==> config.mk <==
export PLATFORM = sky130hd
export DESIGN_NAME = shift_reg_sched
export DESIGN_NICKNAME = d
export VERILOG_FILES = /design/src/rtl/shift_reg_sched.sv
export SDC_FILE = /design/constraint.sdc
export NUM_CORES = 1
export LEC_CHECK = 0
export ABC_AREA = 1
export CELL_PAD_IN_SITES_DETAIL_PLACEMENT = 0
export CELL_PAD_IN_SITES_GLOBAL_PLACEMENT = 1
export CORE_ASPECT_RATIO = 0.9
export CORE_MARGIN = 2
export CORE_UTILIZATION = 23
export CTS_CLUSTER_DIAMETER = 200
export DETAILED_ROUTE_END_ITERATION = 8
export PLACE_DENSITY = 0.72
export SKIP_CTS_REPAIR_TIMING = 1
export SYNTH_ARGS = -nofsm -noshare
export SYNTH_HDL_FRONTEND = slang
export SYNTH_SLANG_ARGS = --single-unit
==> constraint.sdc <==
create_clock -name clk -period 1.02 [get_ports clk]
set_input_delay 0.102 -clock clk [delete_from_list [all_inputs] [get_ports clk]]
set_output_delay 0.102 -clock clk [all_outputs]
set_load 0.005 [all_outputs]
==> src/rtl/shift_reg_sched.sv <==
// shift_reg_sched: sequences one shared 4-mode universal shift register between a
// parallel-to-serial TX requester and a serial-to-parallel RX requester (RX has priority).
// Ports:
//   clk, rst                     clock, synchronous active-high reset
//   tx_valid/tx_ready/tx_data    TX word handshake
//   rx_req, rx_bit_en, rx_bit    RX frame request and serial bit stream
//   rx_valid, rx_data            one-cycle received-word pulse
//   ser_out, ser_out_en          serial transmit bit and its qualifier
//   busy                         controller is not idle
//   sr_mode, sr_par, sr_ser_in   controls to the shift register
//   sr_q                         shift register contents read back
module shift_reg_sched #(
  parameter int unsigned WIDTH     = 4,
  parameter bit          LSB_FIRST = 1'b1
) (
  input  logic             clk,
  input  logic             rst,
  input  logic             tx_valid,
  output logic             tx_ready,
  input  logic [WIDTH-1:0] tx_data,
  input  logic             rx_req,
  input  logic             rx_bit_en,
  input  logic             rx_bit,
  output logic             rx_valid,
  output logic [WIDTH-1:0] rx_data,
  output logic             ser_out,
  output logic             ser_out_en,
  output logic             busy,
  output logic [1:0]       sr_mode,
  output logic [WIDTH-1:0] sr_par,
  output logic             sr_ser_in,
  input  logic [WIDTH-1:0] sr_q
);

  localparam int unsigned CW = $clog2(WIDTH + 1);
  localparam logic [CW-1:0] LAST_BIT = CW'(WIDTH - 1);

  localparam logic [1:0] MODE_HOLD  = 2'b00;
  localparam logic [1:0] MODE_SHR   = 2'b01;
  localparam logic [1:0] MODE_SHL   = 2'b10;
  localparam logic [1:0] MODE_LOAD  = 2'b11;
  // Frame order picks the shift direction: LSB-first leaves through q[0].
  localparam logic [1:0] MODE_SHIFT = LSB_FIRST ? MODE_SHR : MODE_SHL;

  typedef enum logic [2:0] {
    IDLE     = 3'd0,
    TX_LOAD  = 3'd1,
    TX_SHIFT = 3'd2,
    RX_SHIFT = 3'd3,
    RX_DONE  = 3'd4
  } state_t;

  state_t           state_q, state_d;
  logic [CW-1:0]    cnt_q, cnt_d;
  logic [WIDTH-1:0] word_q, word_d;

  // State, bit counter and latched TX word.
  always_ff @(posedge clk) begin
    if (rst) begin
      state_q <= IDLE;
      cnt_q   <= '0;
      word_q  <= '0;
    end else begin
      state_q <= state_d;
      cnt_q   <= cnt_d;
      word_q  <= word_d;
    end
  end

  // Next-state and register control.
  always_comb begin
    state_d    = state_q;
    cnt_d      = cnt_q;
    word_d     = word_q;
    tx_ready   = 1'b0;
    rx_valid   = 1'b0;
    rx_data    = '0;
    ser_out    = 1'b0;
    ser_out_en = 1'b0;
    busy       = (state_q != IDLE);
    sr_mode    = MODE_HOLD;
    sr_par     = '0;
    sr_ser_in  = 1'b0;

    case (state_q)
      IDLE: begin
        tx_ready = ~rx_req;
        if (rx_req) begin
          state_d = RX_SHIFT;
          cnt_d   = '0;
        end else if (tx_valid) begin
          word_d  = tx_data;
          state_d = TX_LOAD;
        end
      end
      TX_LOAD: begin
        sr_mode = MODE_LOAD;
        sr_par  = word_q;
        cnt_d   = '0;
        state_d = TX_SHIFT;
      end
      TX_SHIFT: begin
        ser_out_en = 1'b1;
        ser_out    = LSB_FIRST ? sr_q[0] : sr_q[WIDTH-1];
        sr_mode    = MODE_SHIFT;
        cnt_d      = cnt_q + CW'(1);
        if (cnt_q == LAST_BIT) begin
          cnt_d   = '0;
          state_d = IDLE;
        end
      end
      RX_SHIFT: begin
        // Gaps in the bit stream simply hold the register.
        if (rx_bit_en) begin
          sr_mode   = MODE_SHIFT;
          sr_ser_in = rx_bit;
          cnt_d     = cnt_q + CW'(1);
          if (cnt_q == LAST_BIT) begin
            cnt_d   = '0;
            state_d = RX_DONE;
          end
        end
      end
      RX_DONE: begin
        rx_valid = 1'b1;
        rx_data  = sr_q;
        state_d  = IDLE;
      end
      default: begin
        state_d = IDLE;
        cnt_d   = '0;
      end
    endcase

    // While reset is asserted every output is forced low.
    if (rst) begin
      tx_ready   = 1'b0;
      rx_valid   = 1'b0;
      rx_data    = '0;
      ser_out    = 1'b0;
      ser_out_en = 1'b0;
      busy       = 1'b0;
      sr_mode    = MODE_HOLD;
      sr_par     = '0;
      sr_ser_in  = 1'b0;
    end
  end

endmodule
==> results.sh, run 1 <==
export IMPL_outcome="finished, violations left"
export IMPL_violations="DRC, setup timing"
export IMPL_ant_nets=0
export IMPL_syn_to_final_growth_pct=100
export IMPL_nFillCells=255
export IMPL_final_net_count=174
export IMPL_final_cell_count_no_fill=185
export IMPL_leakage_nw=0.639
export IMPL_holdCritStartpoint="rx_req"
export IMPL_viasPerCell=4.31
export IMPL_grt_pass1_wl_mm=2.61
export IMPL_power_density_mw_per_mm2=1300
export IMPL_timing_rr_end="word_q[0]"
export IMPL_drtIter0Drc=6
export IMPL_min_path_type="input port to flop"
export IMPL_clockRootBuffer="clkbuf_4"
export IMPL_start_util=0.247
export IMPL_maxSlewViolCount=0
export IMPL_worstSetupStartpointType="flop"
export IMPL_grt_pass1_vias=634
export IMPL_final_cell_mix="15 x buf_4, 13 x inv_1, 13 x nor2_1, 12 x clkdlybuf4s50_1, 11 x nand2_1"
export IMPL_cts_sinks=10
export IMPL_total_power_mw=1.61
export IMPL_tightest_slew_ns=0.216
export IMPL_dp_hpwl_mm=1.42
export IMPL_drive_above_1_share=0.503
export IMPL_final_common_cell="buf_4"
export IMPL_finalCriticalPeriod_ns=1.41
export IMPL_routedWlPerCell_um=10.7
export IMPL_critical_path_cell_chain="nor2_4 > inv_2 > nor2_2 > nand2_2 > buf_6 > nor2_1 > buf_2"
export IMPL_synth_cells=102
export IMPL_drv_cap=0
export IMPL_core_area_sq_mm=0.00251
export IMPL_cts_path_max_buffers=2
export IMPL_multi_input_area_sq_um=440
export IMPL_synth_top_cell_by_area="dfxtp_1"
export IMPL_fp_dieW_um=58.7
export IMPL_ys_ff_latch=10
export IMPL_required_ns=0.92
export IMPL_finalHoldViolCount=0
export IMPL_drt_total_wl_mm=1.99
export IMPL_synth_top_area_share=0.323
export IMPL_grt_ovfl_total=0
export IMPL_peakVddDrop_mv=0.750
export IMPL_seq_area_sq_um=211
export IMPL_endpoint_kind="output pin"
export IMPL_synth_nets=117
export IMPL_cts_tree="built"
export IMPL_groute_usage_overall=0.112
export IMPL_max_slew_margin=0.855
export IMPL_drt_pass1_iter_count=6
export IMPL_arrival_ns=1.31
export IMPL_gp_congestion=0.802
export IMPL_cp_max_fo=5
export IMPL_insertion_delay_ns=0.26
export IMPL_r2r_slack_ns=-0.27
export IMPL_rsz0062_at_grt="yes"
export IMPL_ioPinCount=30
export IMPL_setup_viol=26
export IMPL_h_tree_depth=1
export IMPL_worst_slack_ns=-0.391
export IMPL_drcViolationCount=3
export IMPL_crit_start="state_q[1]"
export IMPL_dp_cells=172
export IMPL_clkTransAtPathRegs_ns=0.06
export IMPL_grt_antenna_before_repair=0
export IMPL_io_buffers=29
export IMPL_syn_area_sq_um=619
export IMPL_critPathBufInv=3
export IMPL_r2r_cells=8
export IMPL_ys_seq_area_frac=0.323
export IMPL_period_share=1.38
export IMPL_num_vias=798
export IMPL_max_freq_ghz=0.709
export IMPL_std_cell_rows=17
export IMPL_grt_max_degree=10
export IMPL_r2r_start="state_q[1]"
export IMPL_synth_cell_types=17
export IMPL_cts_buffers=3
export IMPL_num_antenna_cells=0
export IMPL_slowest_delay_ns=0.37
export IMPL_fp_dieH_um=53.2
export IMPL_fin_skew_ns=0.00151
export IMPL_synth_area_per_cell_sq_um=6.07
export IMPL_crit_family="simple AND/OR/NAND/NOR gates"
export IMPL_ys_warn_count=0
export IMPL_min_to="word_q[1]"
export IMPL_crit_slowest_cell="dfxtp_4"
export IMPL_yosys_top_cells_area="dfxtp_1 32%, nor2_1 13%, inv_1 10%"
export IMPL_crit_type="flop to output pin"
export IMPL_dieArea_sq_mm=0.00312
export IMPL_min_path_cells=5
-- where the power goes --
group / switching, mW / internal, mW
Sequential: 0.0543 / 0.445
Clock: 0.130 / 0.136
Combinational: 0.402 / 0.440
Total: 0.586 / 1.02
-- how the worst max path moves through the flow --
| stage | cells after the start | slack [ns] | to |
|---|---|---|---|
| 2_1_floorplan | 7 | 0.01 | state_q[0] |
| 3_3_place_gp | 5 | -0.63 | rx_data[0] |
| 3_5_place_dp | 5 | -0.67 | rx_data[2] |
| 4_1_cts | 5 | -0.76 | tx_ready |
| 5_1_grt | 7 | -0.46 | rx_data[1] |
| 6_report | 7 | -0.39 | rx_data[1] |
-- metal layers --
metal | up-vias | part of all wire | track usage
li1 | 428 | - | -
met1 | 348 | 0.44 | 0.146
met2 | 22 | 0.49 | 0.176
met3 | 0 | 0.073 | 0.0440
met4 | 0 | 0 | 0.0227
met5 | - | 0 | 0
-- synthesized netlist by cell type --
cell type  instances
nand2_2            3
nand2_4            1
nor3_1             6
inv_2              4
nor2_4             2
nand2_1           15
ha_1               1
nor2_2             1
dfxtp_1           10
nand3_1            9
clkbuf_1           1
o21ai_0            2
nor4_1             1
inv_1             17
a21oi_1            5
o21ai_1            2
nor2_1            22
-- through the flow --
stage / cell area (sq um) / hold WS [ns] / utilization / setup TNS, ns / setup slack, ns
finish: 1240 / 0.336 / 0.494 / -6.36 / -0.391
CTS: 1070 / 0.423 / 0.428 / -13.44 / -0.756
global placement: 1050 / 0.449 / 0.419 / -11.64 / -0.627
floorplan: 624 / 0.238 / - / 0 / 0.0103
detailed placement: 1050 / 0.457 / 0.419 / -12.27 / -0.665
global route: 1240 / 0.362 / 0.494 / -8.38 / -0.462
-- cell type report --
type                            instances  share of cell area
Clock buffer                            3              0.0182
Multi-Input combinational cell         70               0.355
Sequential cell                        10               0.171
Timing Repair Buffer                   53               0.356
Tap cell                               28              0.0283
Inverter                               21              0.0716
-- state kept, by name, summed over array words and instances (netlist names) --
| signal | count |
|---|---|
| word_q | 4 |
| state_q | 3 |
| cnt_q | 3 |
-- logic make-up after synthesis --
| family | after synthesis | synth area share |
|---|---|---|
| AND/OR/NAND/NOR | 60 | 0.451 |
| buffers and inverters | 22 | 0.133 |
| flip-flops | 10 | 0.323 |
| AO/OA/AOI/OAI | 9 | 0.0727 |
| adder cells (fa/ha/maj) | 1 | 0.0202 |
-- worst register-to-register path: stages (launching register included) --
cell and delay [ns]:
dfxtp_4 0.37, nor2_4 0.13, buf_4 0.14, nand2_4 0.05, buf_4 0.13, nor2_4 0.12
nand2_2 0.10, nand2_1 0.07, a21oi_1 0.05
Note: power is estimated with default switching activity, not from simulation.
==> inputs of run 2 (changes only) <==
--- a/config.mk
+++ b/config.mk
@@ -9,9 +9,8 @@
 export CELL_PAD_IN_SITES_DETAIL_PLACEMENT = 0
 export CELL_PAD_IN_SITES_GLOBAL_PLACEMENT = 1
 export CORE_ASPECT_RATIO = 0.9
-export CORE_MARGIN = 2
 export CORE_UTILIZATION = 23
-export CTS_CLUSTER_DIAMETER = 200
+export CTS_CLUSTER_DIAMETER = 100
 export DETAILED_ROUTE_END_ITERATION = 8
 export PLACE_DENSITY = 0.72
 export SKIP_CTS_REPAIR_TIMING = 1
==> run 2 against run 1 <==
  * The flow still finishes with violations (DRC, setup timing)
  * Clock power rose by 2%
  * Combinational power rose by 18%
  * First-iteration DRC count rose to 3.3 times the previous value
  * Via count rose by 7.8%
  * Final cell count rose by 4.3%
  * Global-route usage rose by 2.7 points
  * Critical path type unchanged
  * Largest cell class unchanged
==> results.sh, run 2 (same netlist as run 1, synthesis figures left out) <==
export IMPL_worstSetupStartpointType="flop"
export IMPL_cts_sinks=10
export IMPL_min_path_cells=2
export IMPL_final_net_count=182
export IMPL_insertion_delay_ns=0.27
export IMPL_outcome="finished, violations left"
export IMPL_tightest_slew_ns=0.270
export IMPL_core_area_sq_mm=0.00251
export IMPL_peakVddDrop_mv=0.999
export IMPL_final_common_cell="buf_4"
export IMPL_std_cell_rows=17
export IMPL_holdCritStartpoint="rst"
export IMPL_syn_to_final_growth_pct=116
export IMPL_fp_dieH_um=51.2
export IMPL_critical_path_cell_chain="buf_4 > nor3_4 > nand2_2 > buf_6 > buf_6 > nor2_4 > clkbuf_2"
export IMPL_drtIter0Drc=20
export IMPL_max_slew_margin=0.818
export IMPL_grt_pass1_vias=732
export IMPL_cts_buffers=3
export IMPL_dpl_cell_area_sq_mm=0.00108
export IMPL_maxSlewViolCount=0
export IMPL_start_util=0.247
export IMPL_io_buffers=29
export IMPL_cp_common_cell="buf_6"
export IMPL_ant_nets=0
export IMPL_gp_congestion=0.765
export IMPL_grt_ovfl_total=0
export IMPL_rsz0062_at_grt="yes"
export IMPL_required_ns=0.92
export IMPL_r2r_cells=9
export IMPL_leakage_nw=0.691
export IMPL_setup_viol=26
export IMPL_drive_above_1_share=0.539
export IMPL_regMostFlops="word_q"
export IMPL_cts_tree="built"
export IMPL_utilization=0.533
export IMPL_num_vias=860
export IMPL_finalInstanceArea_sq_mm=0.00134
export IMPL_dp_hpwl_mm=1.46
export IMPL_largest_reg_flops=4
export IMPL_cp_max_fo=4
export IMPL_fin_skew_ns=0.00686
export IMPL_min_to="state_q[2]"
export IMPL_groute_usage_overall=0.139
export IMPL_violations="DRC, setup timing"
export IMPL_slowest_delay_ns=0.37
export IMPL_crit_type="flop to output pin"
export IMPL_min_path_type="input port to flop"
export IMPL_period_share=1.50
export IMPL_fp_dieW_um=56.7
export IMPL_timing_rr_end="word_q[2]"
export IMPL_drt_total_wl_mm=2.28
export IMPL_largest_registers="word_q: 4 flops, cnt_q: 3 flops, state_q: 3 flops"
export IMPL_grt_antenna_before_repair=0
export IMPL_crit_slowest_cell="dfxtp_4"
export IMPL_num_antenna_cells=0
export IMPL_drv_cap=0
export IMPL_dieArea_sq_mm=0.00290
export IMPL_finalHoldViolCount=0
export IMPL_h_tree_depth=1
export IMPL_clockRootBuffer="clkbuf_4"
export IMPL_r2r_start="state_q[1]"
export IMPL_cts_path_max_buffers=2
export IMPL_arrival_ns=1.43
export IMPL_clkTransAtPathRegs_ns=0.07
export IMPL_r2r_slack_ns=-0.37
export IMPL_drcViolationCount=4
export IMPL_final_cell_mix="22 x buf_4, 14 x inv_1, 12 x nor2_1, 12 x nand2_1, 12 x clkdlybuf4s50_1"
export IMPL_finalCriticalPeriod_ns=1.53
export IMPL_routedWlPerCell_um=11.8
export IMPL_grt_max_degree=10
export IMPL_endpoint_kind="output pin"
export IMPL_viasPerCell=4.46
export IMPL_drt_pass1_iter_count=6
export IMPL_worst_slack_ns=-0.515
export IMPL_max_freq_ghz=0.651
export IMPL_grt_pass1_wl_mm=3.08
export IMPL_ioPinCount=30
export IMPL_power_density_mw_per_mm2=1320
run 2: cell count changes in the layout (fill, tap and decap cells not counted), sizes merged:
cell	previous run	this run
clkbuf	8	7
buf	33	42
run 2: per-layer routing:
layer | global-route usage | routed length, um | vias to the layer above
met4 | 0.0375 | 31 | 0
met3 | 0.0481 | 129 | 6
li1 | - | - | 444
met2 | 0.256 | 1260 | 20
met5 | 0 | 0 | -
met1 | 0.152 | 863 | 390
run 2: worst max-delay path by stage:
stage               cells past startpoint    endpoint       start  slack (ns)
global route                            8  rx_data[1]  state_q[1]       -0.58
floorplan                               7  state_q[0]  state_q[1]        0.01
finish                                  7   sr_par[3]  state_q[1]       -0.51
global placement                        3  sr_mode[0]         rst       -0.64
detailed placement                      5  rx_data[3]         rst       -0.65
CTS                                     3  sr_mode[0]  state_q[1]       -0.77
run 2: cell type report:
class	instances	area [sq um]
fill	253	1170
sequential	10	209
tap	28	35.0
inverter	21	86.3
clock buffer	3	22.5
multi-input combinational	70	480
timing repair buffer	61	505
run 2: worst max-delay path, delay by kind of cell (launching register included):
family / cells / cell delay (ns)
buf+inv: 4 / 0.49
flops: 1 / 0.37
simple gates: 3 / 0.31
run 2: where the power goes:
part	switching, mW	total (mW)	internal [mW]
clock network	0.136	0.272	0.136
logic	0.473	0.990	0.517
registers	0.0573	0.504	0.446
run 2: metrics by stage:
| stage | power (mW) | TNS, ns | std cells | setup WS, ns | hold slack (ns) |
|---|---|---|---|---|---|
| after floorplan | 0.801 | 0 | 102 | 0.0103 | 0.238 |
| after global placement | 1.15 | -11.82 | 176 | -0.636 | 0.452 |
| after detailed placement | 1.16 | -12.07 | 176 | -0.649 | 0.460 |
| after CTS | 1.45 | -13.69 | 179 | -0.773 | 0.418 |
| after global routing | 1.88 | -10.12 | 193 | -0.584 | 0.140 |
| final | 1.77 | -8.37 | 193 | -0.515 | 0.126 |
